==> config.mk <==
export PLATFORM = sky130hd
export DESIGN_NAME = mem_port_arbiter
export DESIGN_NICKNAME = d
export VERILOG_FILES = /design/src/rtl/mem_port_arbiter.sv
export SDC_FILE = /design/constraint.sdc
export NUM_CORES = 1
export LEC_CHECK = 0
export ABC_AREA = 1
export CORE_AREA = 2 2 109 111
export DETAILED_ROUTE_END_ITERATION = 8
export DIE_AREA = 0 0 111 113
export RECOVER_POWER = 50
export SYNTH_ARGS = -nofsm -noshare
export SYNTH_HDL_FRONTEND = slang
export SYNTH_SLANG_ARGS = --single-unit
==> constraint.sdc <==
create_clock -name clk_i -period 2.2 [get_ports clk_i]
set_input_delay 0.66 -clock clk_i [delete_from_list [all_inputs] [get_ports clk_i]]
set_output_delay 0.66 -clock clk_i [all_outputs]
set_load 0.05 [all_outputs]
==> src/rtl/mem_port_arbiter.sv <==
// Shares one single-port, 1-cycle-latency memory between instruction fetch (IF) and
// load/store (D): D has priority, IF is forced through after MAX_STARVE consecutive losses.
module mem_port_arbiter #(
    parameter int unsigned ADDR_WIDTH = 32,
    parameter int unsigned DATA_WIDTH = 32,
    parameter int unsigned MAX_STARVE = 4
) (
    input  logic                    clk_i,
    input  logic                    rst_i,

    input  logic                    if_req_i,
    input  logic [ADDR_WIDTH-1:0]   if_addr_i,
    output logic                    if_gnt_o,
    input  logic                    if_flush_i,
    output logic                    if_rvalid_o,
    output logic [DATA_WIDTH-1:0]   if_rdata_o,

    input  logic                    d_req_i,
    input  logic                    d_we_i,
    input  logic [ADDR_WIDTH-1:0]   d_addr_i,
    input  logic [DATA_WIDTH-1:0]   d_wdata_i,
    input  logic [DATA_WIDTH/8-1:0] d_wmask_i,
    output logic                    d_gnt_o,
    output logic                    d_rvalid_o,
    output logic [DATA_WIDTH-1:0]   d_rdata_o,

    output logic                    mem_en_o,
    output logic                    mem_we_o,
    output logic [ADDR_WIDTH-1:0]   mem_addr_o,
    output logic [DATA_WIDTH-1:0]   mem_wdata_o,
    output logic [DATA_WIDTH/8-1:0] mem_wmask_o,
    input  logic [DATA_WIDTH-1:0]   mem_rdata_i
);

    localparam int unsigned MaskWidth = DATA_WIDTH / 8;
    localparam int unsigned CntWidth  = $clog2(MAX_STARVE + 1);
    localparam logic [CntWidth-1:0] MaxCnt = CntWidth'(MAX_STARVE);

    typedef enum logic {
        OwnerIf = 1'b0,
        OwnerD  = 1'b1
    } owner_e;

    if (MAX_STARVE < 1) begin : g_bad_param
        $error("mem_port_arbiter: MAX_STARVE must be at least 1");
    end

    logic                force_if;
    logic                if_gnt;
    logic                d_gnt;

    logic                resp_pending_q, resp_pending_d;
    owner_e              resp_owner_q, resp_owner_d;
    logic [CntWidth-1:0] starve_cnt_q, starve_cnt_d;

    // Grant decision; reset suppresses both grants so nothing reaches memory.
    always_comb begin
        force_if = if_req_i && (starve_cnt_q == MaxCnt);
        if_gnt   = 1'b0;
        d_gnt    = 1'b0;
        if (!rst_i) begin
            d_gnt  = d_req_i && !force_if;
            if_gnt = if_req_i && (!d_req_i || force_if);
        end
    end

    assign if_gnt_o = if_gnt;
    assign d_gnt_o  = d_gnt;

    always_comb begin
        mem_en_o    = if_gnt | d_gnt;
        mem_we_o    = 1'b0;
        mem_addr_o  = '0;
        mem_wdata_o = '0;
        mem_wmask_o = '0;
        if (d_gnt) begin
            mem_we_o    = d_we_i;
            mem_addr_o  = d_addr_i;
            mem_wdata_o = d_wdata_i;
            mem_wmask_o = d_we_i ? d_wmask_i : {MaskWidth{1'b0}};
        end else if (if_gnt) begin
            mem_addr_o  = if_addr_i;
        end
    end

    always_comb begin
        resp_pending_d = if_gnt | d_gnt;
        resp_owner_d   = d_gnt ? OwnerD : OwnerIf;
        starve_cnt_d   = starve_cnt_q;
        if (if_gnt || !if_req_i) begin
            starve_cnt_d = '0;
        end else if (d_gnt && (starve_cnt_q != MaxCnt)) begin
            starve_cnt_d = starve_cnt_q + CntWidth'(1);
        end
    end

    always_ff @(posedge clk_i) begin
        if (rst_i) begin
            resp_pending_q <= 1'b0;
            resp_owner_q   <= OwnerIf;
            starve_cnt_q   <= '0;
        end else begin
            resp_pending_q <= resp_pending_d;
            resp_owner_q   <= resp_owner_d;
            starve_cnt_q   <= starve_cnt_d;
        end
    end

    // Reset and flush act combinationally so the in-flight response dies in the same cycle.
    always_comb begin
        if_rvalid_o = resp_pending_q && (resp_owner_q == OwnerIf) && !if_flush_i && !rst_i;
        d_rvalid_o  = resp_pending_q && (resp_owner_q == OwnerD) && !rst_i;
        if_rdata_o  = if_rvalid_o ? mem_rdata_i : '0;
        d_rdata_o   = d_rvalid_o ? mem_rdata_i : '0;
    end

    a_one_grant : assert property (@(posedge clk_i) !(if_gnt && d_gnt));
    a_cnt_range : assert property (@(posedge clk_i) starve_cnt_q <= MaxCnt);

endmodule

==> flow_metrics.env <==
export IMPL_fill_cells=823
export IMPL_synth_edf_count=0
export IMPL_cts_root_buf="clkbuf_16"
export IMPL_fmax_ghz=0.425
export IMPL_area_growth_pct=370
export IMPL_yosys_cell_count_top_type="nor2_1"
export IMPL_drt_initial_drc_count=150
export IMPL_reg2reg_slack_ns=0.85
export IMPL_grt_pass1_vias=3574
export IMPL_netlist_instances=327
export IMPL_synth_top_cell_by_area="nor2_1"
export IMPL_viasPerCell=4.37
export IMPL_synth_cell_types=21
export IMPL_drc=0
export IMPL_final_nets=766
export IMPL_path_class="in2out"
export IMPL_powerDensity_mw_per_mm2=246
export IMPL_syn_area_mm2=0.00160
export IMPL_critPathMaxStageDelay_ns=0.14
export IMPL_p_switching_uw=784
export IMPL_hpwl_um=9290
export IMPL_worst_slew_pin_slew_ns=0.215
export IMPL_cp_arrival_ns=1.69
export IMPL_core_area_mm2=0.0113
export IMPL_dieArea_mm2=0.0125
export IMPL_first_pass_iters=4
export IMPL_whs_endpoint="starve_cnt_q[1]"
export IMPL_die_w_um=111
export IMPL_cts_hold_buf=0
export IMPL_antenna_found_initial=0
export IMPL_finalSetupViolations=71
export IMPL_layout_drive_gt1_share_pct=60.3
export IMPL_internal_power_mw=1.07
export IMPL_clock_skew_ns=0.000488
export IMPL_die_h_um=113
export IMPL_layout_setup_ws_ns=-0.151
export IMPL_clock_path_buffers=2
export IMPL_peakVddDrop_mv=0.223
export IMPL_num_vias=3356
export IMPL_final_cell_count_no_fill=768
export IMPL_worstPathRequired_ns=1.54
export IMPL_reg2reg_depth=7
export IMPL_synth_nets=467
export IMPL_p_seq_share_pct=5.4
export IMPL_io_pins=276
export IMPL_cts_sinks=5
export IMPL_clkLatencyLatePin_ns=0.22
export IMPL_yosys_top_cells_area="nor2_1, inv_1, nand4_1"
export IMPL_r2r_end="resp_pending_q"
export IMPL_grt_pass1_wl_um=19300
export IMPL_power_total_mw=1.86
export IMPL_grt_remaining_overflow=0
export IMPL_r2r_start="starve_cnt_q[0]"
export IMPL_end_kind="output pin"
export IMPL_hold_path_class="reg2reg"
export IMPL_path_buf_inv=6
export IMPL_rows=39
export IMPL_yosysTopAreaCellShare_pct=24.8
export IMPL_cts_buffers=3
export IMPL_path_max_fanout=6
export IMPL_wire_per_inst_um=16.9
export IMPL_fin_crit_sh_pct=107
export IMPL_worstSetupStartpointType="input port"
export IMPL_yosys_warnings=0
export IMPL_grt_max_degree=31
export IMPL_path_cells="buf_8 -> buf_6 -> nor2_4 -> buf_12 -> buf_12 -> buf_16 -> nand3_2 -> nand2_2 -> buf_12"
export IMPL_synth_avg_cell_area_um2=4.91
export IMPL_hp_start="starve_cnt_q[2]"
export IMPL_io_buffers=275
export IMPL_hold_viol=0
export IMPL_yosysSeqAreaShare_pct=6.24
export IMPL_status="finished with violations"
export IMPL_p_comb_share_pct=78.8
export IMPL_cpLargestDelayFamily="buffers and inverters"
export IMPL_synthTopCellsByCount="nor2_1, inv_1, nand2_1"
export IMPL_pwr_share_clk_pct=15.8
export IMPL_num_antenna_cells=0
export IMPL_synth_async_sr_flop_share_pct=0
export IMPL_wirelength_um=13000
export IMPL_critical_path_most_common_cell="buf_12"
export IMPL_ant_nets=0
export IMPL_cap_violations=0
export IMPL_period_minus_slack_ns=2.35
export IMPL_htree_num_levels=1
export IMPL_rsz0062_at_grt="true"
export IMPL_cts_tree="done"
export IMPL_gp_congestion=0.797
export IMPL_clk_pin_slew_worst_paths_ns=0.03
export IMPL_grtUsageTotal_pct=19.1
export IMPL_ys_flop_type="dfxtp_1"
export IMPL_whs_path_depth=2
export IMPL_failed_checks="negative setup slack"
export IMPL_slew_headroom_pct=85.7
export IMPL_drv_slew=0
export IMPL_p_sw_share_pct=42.3
export IMPL_worst_path_max_delay_cell="nor2_4"
export IMPL_ys_ff_latch=5
export IMPL_dp_cells=737
export IMPL_p_leak_nw=3.12
export IMPL_initial_core_util_pct=14.2
## worst min-delay path, stage by stage (launching register included)
cell	delay, ns
dfxtp_1	0.35
a21oi_1	0.14
nor2_1	0.06
## cells in the final DEF (no fill, tap or decap), types with 5 or more instances in the layout
cell type	n
nand4_1	32
nand2_2	24
nor2_2	42
nand2_4	10
clkdlybuf4s50_1	132
buf_16	7
buf_12	148
inv_1	63
nand3_2	21
inv_2	9
clkbuf_16	7
buf_6	12
nand3_4	15
nor2_4	62
nand2_1	5
buf_4	10
## flip-flops by register name, summed over array words and instances, names as in the netlist
name,cells
resp_owner_q,1
resp_pending_q,1
starve_cnt_q,3
## power by group through the flow
stage | Clock [mW] | Combinational, mW | Sequential [mW]
finish | 0.294 | 1.46 | 0.0995
CTS | 0.300 | 1.41 | 0.0984
floorplan | 0 | 0.506 | 0.0981
global placement | 0 | 1.22 | 0.0983
detailed placement | 0 | 1.22 | 0.0986
global route | 0.306 | 1.52 | 0.0998
## layer usage
metal	vias to the layer above	track usage, %	part of all wire, %
met5	-	0	0
met4	0	3.00	1.3
met3	12	5.52	8.4
met2	193	38.6	57
met1	1551	19.8	33
li1	1600	-	-
## kinds of logic (layout without fill, tap and decap cells)
group	Yosys count	in the layout	share of synthesized area, %
buffers and inverters	99	397	26.8
AO/OA/AOI/OAI	4	4	1.25
AND/OR/NAND/NOR	216	216	63.7
flip-flops	5	5	6.24
adder cells (fa/ha/maj)	2	2	1.56
XOR/XNOR	1	1	0.546
## area by class of cell
type	count	area, um2	area share [%]
Timing Repair Buffer	320	4880	64.7
Multi-Input combinational cell	223	2020	26.7
Inverter	73	287	3.80
Tap cell	143	179	2.37
Sequential cell	5	103	1.36
Clock buffer	4	78.8	1.04
## through the flow
| stage | setup slack, ns | setup TNS [ns] | instance area (um2) | hold WS [ns] | util, % |
|---|---|---|---|---|---|
| floorplan | -0.185 | -13.07 | 1740 | 0.525 | - |
| global placement | -0.445 | -50.92 | 6080 | 0.541 | 54.0 |
| detailed placement | -0.501 | -54.37 | 6080 | 0.569 | 54.0 |
| CTS | -0.0961 | -6.67 | 7180 | 0.585 | 63.7 |
| global route | -0.178 | -8.28 | 7550 | 0.622 | 66.9 |
| finish | -0.151 | -4.18 | 7550 | 0.591 | 66.9 |
## worst max-delay path by stage
stage	from	end	slack, ns	cells past startpoint
finish	rst_i	mem_addr_o[29]	-0.15	9
global route	rst_i	mem_addr_o[29]	-0.18	9
CTS	starve_cnt_q[0]	mem_addr_o[26]	-0.1	10
detailed placement	if_req_i	mem_addr_o[31]	-0.50	7
global placement	if_req_i	mem_addr_o[31]	-0.45	7
floorplan	d_req_i	mem_wdata_o[13]	-0.19	4
## repair_timing
| action | CTS | global route |
|---|---|---|
| pin swaps | 40 | 56 |
| setup buffers | 15 | 1 |
| resized for setup | 182 | 74 |
| cloned | 10 | 4 |
| setup endpoints to repair | 138 | 138 |
Note: power is estimated with default switching activity, not from simulation.
